$ cat src/rtl/tc_ppa_gnt_sink.sv
// tc_ppa_gnt_sink: grant-side consumer for the N-way arbiter.
// Each accepted one-hot grant is turned into an {index, payload} entry in a
// small FIFO. The FIFO drains through a valid/ready stream toward the shared
// resource.
// Optional feature: define TC_PPA_GNT_SINK_ONEHOT_CHK_EN to enable the sticky
// multi-hot grant error (err_o) and its simulation assertion. When the macro
// is undefined, err_o is tied low.
module tc_ppa_gnt_sink #(
    parameter int WIDTH_REQ = 8,
    parameter int DATA_W    = 32,
    parameter int DEPTH     = 4,
    localparam int IDX_W    = $clog2(WIDTH_REQ),
    localparam int PTR_W    = $clog2(DEPTH),
    localparam int LVL_W    = PTR_W + 1
) (
    input  logic                        clk,
    input  logic                        reset_n,
    input  logic [WIDTH_REQ-1:0]        gnt_i,
    output logic                        gnt_rdy_o,
    input  logic [WIDTH_REQ*DATA_W-1:0] data_i,
    output logic                        m_valid_o,
    input  logic                        m_ready_i,
    output logic [IDX_W-1:0]            m_idx_o,
    output logic [DATA_W-1:0]           m_data_o,
    output logic [LVL_W-1:0]            level_o,
    output logic                        err_o
);

    typedef struct packed {
        logic [IDX_W-1:0]  idx;
        logic [DATA_W-1:0] data;
    } entry_t;

    entry_t            mem_q [DEPTH];
    entry_t            mem_d [DEPTH];
    logic [PTR_W-1:0]  wr_ptr_q, wr_ptr_d;
    logic [PTR_W-1:0]  rd_ptr_q, rd_ptr_d;
    logic [LVL_W-1:0]  level_q, level_d;

    logic [WIDTH_REQ-1:0] gnt_low;
    entry_t               push_ent;
    logic                 push;
    logic                 pop;

    // Ready and valid come only from the registered level, never from inputs.
    assign gnt_rdy_o = (level_q != LVL_W'(DEPTH));
    assign m_valid_o = (level_q != '0);
    assign level_o   = level_q;
    assign m_idx_o   = mem_q[rd_ptr_q].idx;
    assign m_data_o  = mem_q[rd_ptr_q].data;

    assign push = gnt_rdy_o & (|gnt_i);
    assign pop  = m_valid_o & m_ready_i;

    // Isolate the lowest set grant bit. A multi-hot grant still yields one winner.
    always_comb begin
        gnt_low = gnt_i & (~gnt_i + WIDTH_REQ'(1));
    end

    // Encode the isolated bit into an index and mux in its payload slice.
    always_comb begin
        push_ent = '0;
        for (int k = 0; k < WIDTH_REQ; k++) begin
            if (gnt_low[k]) begin
                push_ent.idx  = push_ent.idx | IDX_W'(k);
                push_ent.data = push_ent.data | data_i[k*DATA_W +: DATA_W];
            end
        end
    end

    // Next-state for storage, pointers and occupancy.
    always_comb begin
        mem_d    = mem_q;
        wr_ptr_d = wr_ptr_q;
        rd_ptr_d = rd_ptr_q;
        level_d  = level_q;
        if (push) begin
            mem_d[wr_ptr_q] = push_ent;
            wr_ptr_d        = wr_ptr_q + PTR_W'(1);
        end
        if (pop) begin
            rd_ptr_d = rd_ptr_q + PTR_W'(1);
        end
        if (push && !pop) begin
            level_d = level_q + LVL_W'(1);
        end else if (pop && !push) begin
            level_d = level_q - LVL_W'(1);
        end
    end

    // FIFO state registers. Storage is cleared so the head reads zero out of reset.
    always_ff @(posedge clk or negedge reset_n) begin
        if (!reset_n) begin
            for (int i = 0; i < DEPTH; i++) begin
                mem_q[i] <= '0;
            end
            wr_ptr_q <= '0;
            rd_ptr_q <= '0;
            level_q  <= '0;
        end else begin
            mem_q    <= mem_d;
            wr_ptr_q <= wr_ptr_d;
            rd_ptr_q <= rd_ptr_d;
            level_q  <= level_d;
        end
    end

`ifdef TC_PPA_GNT_SINK_ONEHOT_CHK_EN
    logic multi_hot;
    logic err_q, err_d;

    assign multi_hot = |(gnt_i & (gnt_i - WIDTH_REQ'(1)));
    assign err_o     = err_q;

    // Sticky error: set on any accepted grant carrying more than one bit.
    always_comb begin
        err_d = err_q | (push & multi_hot);
    end

    // Error flag register, cleared only by reset.
    always_ff @(posedge clk or negedge reset_n) begin
        if (!reset_n) begin
            err_q <= 1'b0;
        end else begin
            err_q <= err_d;
        end
    end

    a_onehot_gnt : assert property (@(posedge clk) disable iff (!reset_n)
                                    !(push && multi_hot))
        else $warning("tc_ppa_gnt_sink: multi-hot grant accepted");
`else
    assign err_o = 1'b0;
`endif

endmodule

$ cat config.mk
export PLATFORM = sky130hd
export DESIGN_NAME = tc_ppa_gnt_sink
export DESIGN_NICKNAME = d
export VERILOG_FILES = /design/src/rtl/tc_ppa_gnt_sink.sv
export SDC_FILE = /design/constraint.sdc
export NUM_CORES = 1
export LEC_CHECK = 0
export CORE_ASPECT_RATIO = 1.2
export CORE_MARGIN = 2
export CORE_UTILIZATION = 45
export CTS_CLUSTER_DIAMETER = 60
export DETAILED_ROUTE_END_ITERATION = 8
export PLACE_DENSITY = 0.81
export SLEW_MARGIN = 40
export SYNTH_ARGS = -nofsm -noshare
export SYNTH_HDL_FRONTEND = slang
export SYNTH_SLANG_ARGS = --single-unit
$ cat constraint.sdc
create_clock -name clk -period 6.3 [get_ports clk]
set_input_delay 1.26 -clock clk [delete_from_list [all_inputs] [get_ports clk]]
set_output_delay 1.26 -clock clk [all_outputs]
set_load 0.01 [all_outputs]
Word level (Yosys, flattened, before mapping)
Cells that the tools add are included.
{"block": "totals", "regBits": 147, "wordCells": 57, "out_inout_bits": 41, "input_bits": 267}
{"block": "classes", "eq_ne": 1, "mux": 16, "bitwise": 13, "order_cmp": 3, "add_sub_neg": 5, "reduce_logical": 8}
{"operator": "two-way mux 35 bit", "n": 7}
{"operator": "bitwise OR 32 bit", "n": 7}
{"operator": "bitwise mux 140 bit", "n": 1}
{"operator": "binary-select mux 35 bit (select 2 bit)", "n": 1}
{"operator": "demux 35 bit (select 2 bit)", "n": 1}
{"operator": "two-way mux 34 bit", "n": 2}
{"operator": "two-way mux 33 bit", "n": 1}
{"operator": "two-way mux 32 bit", "n": 1}
{"operator": "adder 8 x 1 -> 8 bit, second input constant", "n": 1}
{"operator": "bitwise AND 8 bit", "n": 1}
{"operator": "inverter 8 bit", "n": 1}
{"operator": "OR reduction 8 bit", "n": 1}
{"operator": "greater-or-equal comparator 3 bit, second input constant", "n": 2}
{"operator": "two-way mux 3 bit", "n": 2}
{"operator": "inverter 2 -> 3 bit", "n": 2}
{"operator": "adder 2 x 1 -> 2 bit, second input constant", "n": 2}
{"operator": "adder 3 x 1 -> 3 bit, second input constant", "n": 1}
{"operator": "logical AND 1 bit", "n": 3}
{"operator": "less-than comparator 3 x 1 -> 1 bit, second input constant", "n": 1}
{"operator": "!= test 3 bit, second input constant", "n": 1}
{"operator": "nonzero test 3 bit", "n": 1}
{"operator": "subtractor 3 x 1 -> 3 bit, second input constant", "n": 1}
{"operator": "bitwise AND 1 bit", "n": 2}
{"operator": "zero test 1 bit", "n": 2}
{"operator": "nonzero test 2 bit", "n": 1}

Logic depth before layout (Yosys ltp)
{"block": "depth", "depth_word": 19, "ltp_mapped": 11}

Worst setup path before layout
No wires, ideal clock.
{"block": "synth_path", "path_kind": "input port to flip-flop", "startpoint": "in gnt_i[2]", "endpoint": "reg level_q[1] (netlist: level_o[1])", "cell_stages": 9, "setup_time_ns": 0.125, "arrival_time_ns": 3.512, "path_buffers": 3, "t_required_ns": 6.175, "slack_ns": 2.663, "cell_sequence": "buf_2 > or4_4 > buf_6 > o31a_1 > buf_2 > ha_1 > inv_1 > fa_1 > mux2_2"}
{"block": "synth_between", "elab_cells_between_ends": 7, "cone_classes": "mux: 1; bitwise: 1; reduce/logical: 5"}
{"item": "start, declared", "line_no": "18", "rtl": "input logic [WIDTH_REQ-1:0] gnt_i,"}
{"item": "OR reduction 8 bit", "line_no": "52", "rtl": "assign push = gnt_rdy_o & (|gnt_i);"}
{"item": "bitwise AND 1 bit", "line_no": "52"}
{"item": "named net push", "line_no": "42", "rtl": "logic push;"}
{"item": "logical AND 1 bit", "line_no": "84", "rtl": "if (push && !pop) begin"}
{"item": "two-way mux 3 bit", "line_no": "84"}
{"item": "named net level_d[1]", "line_no": "38", "rtl": "logic [LVL_W-1:0] level_q, level_d;"}
{"item": "end signal, assigned", "line_no": "104", "rtl": "level_q <= level_d;"}
{"item": "end, declared", "line_no": "38"}
The timed path passes the listed nets, and every way through them passes these cells.
A chain may end at the register's enable or synchronous reset.

Final worst setup path
{"block": "layout_path", "startpoint": "in gnt_i[2]", "endpoint": "reg level_q[1] (netlist: level_o[1])"}
{"block": "layout_between", "elab_cells_between_ends": 7, "cone_classes": "mux: 1; bitwise: 1; reduce/logical: 5"}
{"item": "OR reduction 8 bit", "line_no": "52"}
{"item": "bitwise AND 1 bit", "line_no": "52"}
{"item": "logical AND 1 bit", "line_no": "84"}
{"item": "two-way mux 3 bit", "line_no": "84"}
{"item": "named net level_d[1]", "line_no": "38"}
The timed path passes the listed nets, and every way through them passes these cells.

==> summary.txt <==
Hold path
  • Min-delay src: mem_q[18]
  • Cells on Worst Hold Path: 2
  • Hold crit path type: reg -> reg
  • Worst Hold End: mem_q[18]

Global route
  • Vias in the first global route: 8204
  • Overall Global Routing Usage: 29.8%
  • Initial antenna violation count: 5
  • First-pass GRT wire length: 45.4 mm
  • Global route overflow: 0
  • Largest net degree at the start of global routing: between 90 and 100

Final layout
  • Non-filler cells, final: approximately 1400
  • Fill count: around 1500
  • Share of layout cells above drive strength 1: 11.0%
  • NumNets Final: 1430
  • Fin area: approximately 12000 µm²
  • Synthesis-to-layout area growth: 46.4%

Power
  • Clock power share: 19.5%
  • Power Density: just over 400 nW/µm²
  • Int Power: between 3000 and 4000 µW
  • Max VDD drop: about 0.22 mV
  • Switching pwr: ~1900 µW
  • Switching Share: 36.3%
  • Leak: between 0.004 and 0.005 µW
  • Gate power share: 47.3%
  • Flop pwr share: 33.2%

Route
  • Total Wirelength: between 20 and 30 mm
  • DR iter-0 viols: between 500 and 600
  • Pre-antenna DRT Iters: 5
  • DRC errors left: 0
  • Via count: around 8000
  • Drt via density: between 5 and 6
  • Post-detailed-route count of antenna-violating nets: 0
  • Routed length per instance: between 20 and 25 µm

Clock network
  • Number of setup buffers added after CTS: 0
  • Cts hold-fix bufs: 0
  • CTS resizes: 0
  • Clk slew on worst S/H paths: roughly 0.06 ns
  • CTS Buf Count: 17
  • CTS Buffer Depth: 2
  • CTS sink cnt: approximately 150
  • Root Driver: clkbuf_16
  • Clk_lat worst skew: about 0.42 ns
  • CTS tree: done
  • H-Tree Depth: 4

Timing
  • Finish-stage setup viols: 0
  • Final period utilization: between 60% and 70%
  • Minimum clock period: between 4 and 5 ns
  • Setup TNS Final: 0 ns
  • Final Hold Fails: 0
  • Setup ws final: between 2 and 2.5 ns
  • Fmax: 243 MHz
  • Pins Over Slew Limit: 0
  • Worst Max-Slew Pin Slew: 0.854 ns
  • RSZ-0062 raised after global routing: no
  • Final clock skew: between 0.008 and 0.009 ns
  • Rel. slew slack: 42.9%

Synth
  • Synth unique cells: 39
  • Synth Warn #: 0
  • EDFF count, synth: 0
  • Asr flop ratio synth: between 90% and 100%
  • Sequential area share after synthesis: roughly 43%
  • Prevailing post-synth register cell: dfrtp_1
  • Avg Inst Size Synth: approximately 9.6 µm²
  • Synth area leaders: dfrtp_1, mux4_2, o21ai_0
  • Post-Syn Instances: about 890
  • Yosys top cell by area: dfrtp_1
  • Yosys reg bits: around 150
  • Syn nets: ~1200
  • Top-area cell type share of the netlist area: a little over two fifths
  • Post-Syn Area: ~8500 µm²

Placed design
  • Final Wtd Congestion: about 0.92
  • Detailed placement HPWL: approximately 22 mm
  • Post-DP Area: roughly 12000 µm²
  • Placed cell count: roughly 1400
  • Buffers on Ports: just over 300
  • Place WS: between 1.5 and 2 ns

Die
  • Core footprint: between 15000 and 20000 µm²
  • Die width: ~130 µm
  • Row count: 55
  • Io pins: a little over 300
  • Die Span Y: around 150 µm
  • Die ar.: 20100 µm²
  • Initial Util: a little under half

Run
  • Max_cap viols: 0

Critical path
  • Slowest cell on the critical path: or4_4
  • WP data required: 6.60 ns
  • Reg2reg path depth: 6
  • Flop-to-flop setup slack: 3.74 ns
  • R2R Path Start: level_o[1]
  • Slowest stage delay, CP: between 0.8 and 0.9 ns
  • Largest fanout on the critical path: 39
  • Arr. time, crit path: between 4 and 5 ns
  • Critical Path Start Type: input pin
  • Crit path cell chain: clkdlybuf4s50_1 -> buf_4 -> or4_4 -> o31a_1 -> ha_1 -> inv_1 -> fa_1 -> mux2_2
  • Crit. End Element: flop
  • Worst reg2reg path endpoint: level_o[1]
  • Worst path top cell family by delay: simple AND/OR/NAND/NOR gates
  • Setup Crit Path Kind: in -> reg
  • Worst Path Buf+Inv: 3

Status
  • Status: finished clean
## cell usage after synthesis (2+ instances only)
library cell / count
xor2_1: 2
nor2_1: 3
buf_1: 3
clkbuf_1: 57
a41oi_1: 4
and2_1: 5
a32o_1: 28
buf_4: 6
o311ai_4: 2
mux4_2: 35
or2_2: 2
o311ai_2: 2
xnor2_1: 4
nand2_1: 172
ha_1: 5
nor2b_1: 34
o21ai_0: 136
or3_1: 2
buf_2: 16
a211oi_1: 31
dfrtp_1: 147
a22o_1: 3
nor4_1: 2
a2111oi_0: 31
buf_6: 7
o21ai_1: 2
nand3b_1: 65
a21oi_1: 71
inv_1: 4
## worst reg2reg max path, cell delays in order, from the launching register on
cell,delay (ns)
dfrtp_1,0.44
or3b_2,0.64
o31a_1,0.30
ha_1,0.29
inv_1,0.08
fa_1,0.41
mux2_2,0.28
## power groups by stage
stage               clock network, µW  logic, µW  registers [µW]
floorplan                           0       1480            1600
global placement                    0       2320            1690
detailed placement                  0       2420            1720
CTS                              1010       2460            1720
global route                     1060       2660            1780
finish                           1010       2450            1720
## layout by cell type, fill, tap and decap left out, types with 5 or more instances in the layout
| master | netlist | routed |
|---|---|---|
| clkdlybuf4s50_1 | 0 | 302 |
| nand2_1 | 172 | 172 |
| dfrtp_1 | 147 | 146 |
| o21ai_0 | 136 | 136 |
| a21oi_1 | 71 | 71 |
| nand3b_1 | 65 | 65 |
| mux4_2 | 35 | 35 |
| nor2b_1 | 34 | 33 |
| a211oi_1 | 31 | 31 |
| a32o_1 | 28 | 28 |
| buf_4 | 6 | 27 |
| clkbuf_16 | 0 | 17 |
| a2111oi_2 | 0 | 14 |
| a2111oi_0 | 31 | 12 |
| diode_2 | 0 | 5 |
| a2111oi_1 | 0 | 5 |
| ha_1 | 5 | 5 |
## cell families after synthesis
kind of cell	share of synthesized area, %
other	0.0440
and+or+nand+nor	17.1
adders and majority gates	0.969
buffers and inverters	5.21
muxes	9.38
DFF	43.2
xor gates and xnor gates	0.617
AOI/OAI and AO/OA	23.5
## area by class of cell
type / count / area [µm²] / share of cell area (%)
tap: 256 / 320 / 2.57
clock buffer: 21 / 470 / 3.77
sequential: 147 / 3680 / 29.5
timing repair buffer: 336 / 3310 / 26.6
multi-input combinational: 651 / 4540 / 36.4
antenna: 5 / 12.5 / 0.100
clock inverter: 11 / 126 / 1.01
inverter: 4 / 15.0 / 0.120
## layer usage
layer	vias to the layer above	GRT usage, %	share of wire (%)
met2	333	48.5	50
met3	47	7.30	7.3
met1	4010	38.8	40
met4	0	10.3	2.8
li1	3813	-	-
met5	-	0	0
## registers in the layout (all words and copies together), names as in the netlist
| register | flops |
|---|---|
| mem_q | 140 |
| level_o | 3 |
| rd_ptr_q | 2 |
| wr_ptr_q | 2 |
## how the worst max path moves through the flow
stage	depth (start not counted)	slack [ns]	startpoint	endpoint
detailed placement	8	1.81	gnt_i[2]	level_o[1]
global route	3	2.08	rd_ptr_q[0]	m_data_o[31]
global placement	6	1.77	gnt_i[2]	mem_q[39]
floorplan	9	2.66	gnt_i[2]	level_o[1]
finish	8	2.19	gnt_i[2]	level_o[1]
CTS	3	2.17	rd_ptr_q[0]	m_data_o[31]
## stage by stage
step | hold slack (ns) | utilization (%) | power, µW
global route | 0.495 | 66.6 | 5490
floorplan | 0.444 | - | 3090
CTS | 0.478 | 66.3 | 5190
global placement | 0.456 | 62.6 | 4010
finish | 0.473 | 66.7 | 5170
detailed placement | 0.465 | 63.2 | 4140
Note: power is estimated with default switching activity, not from simulation.
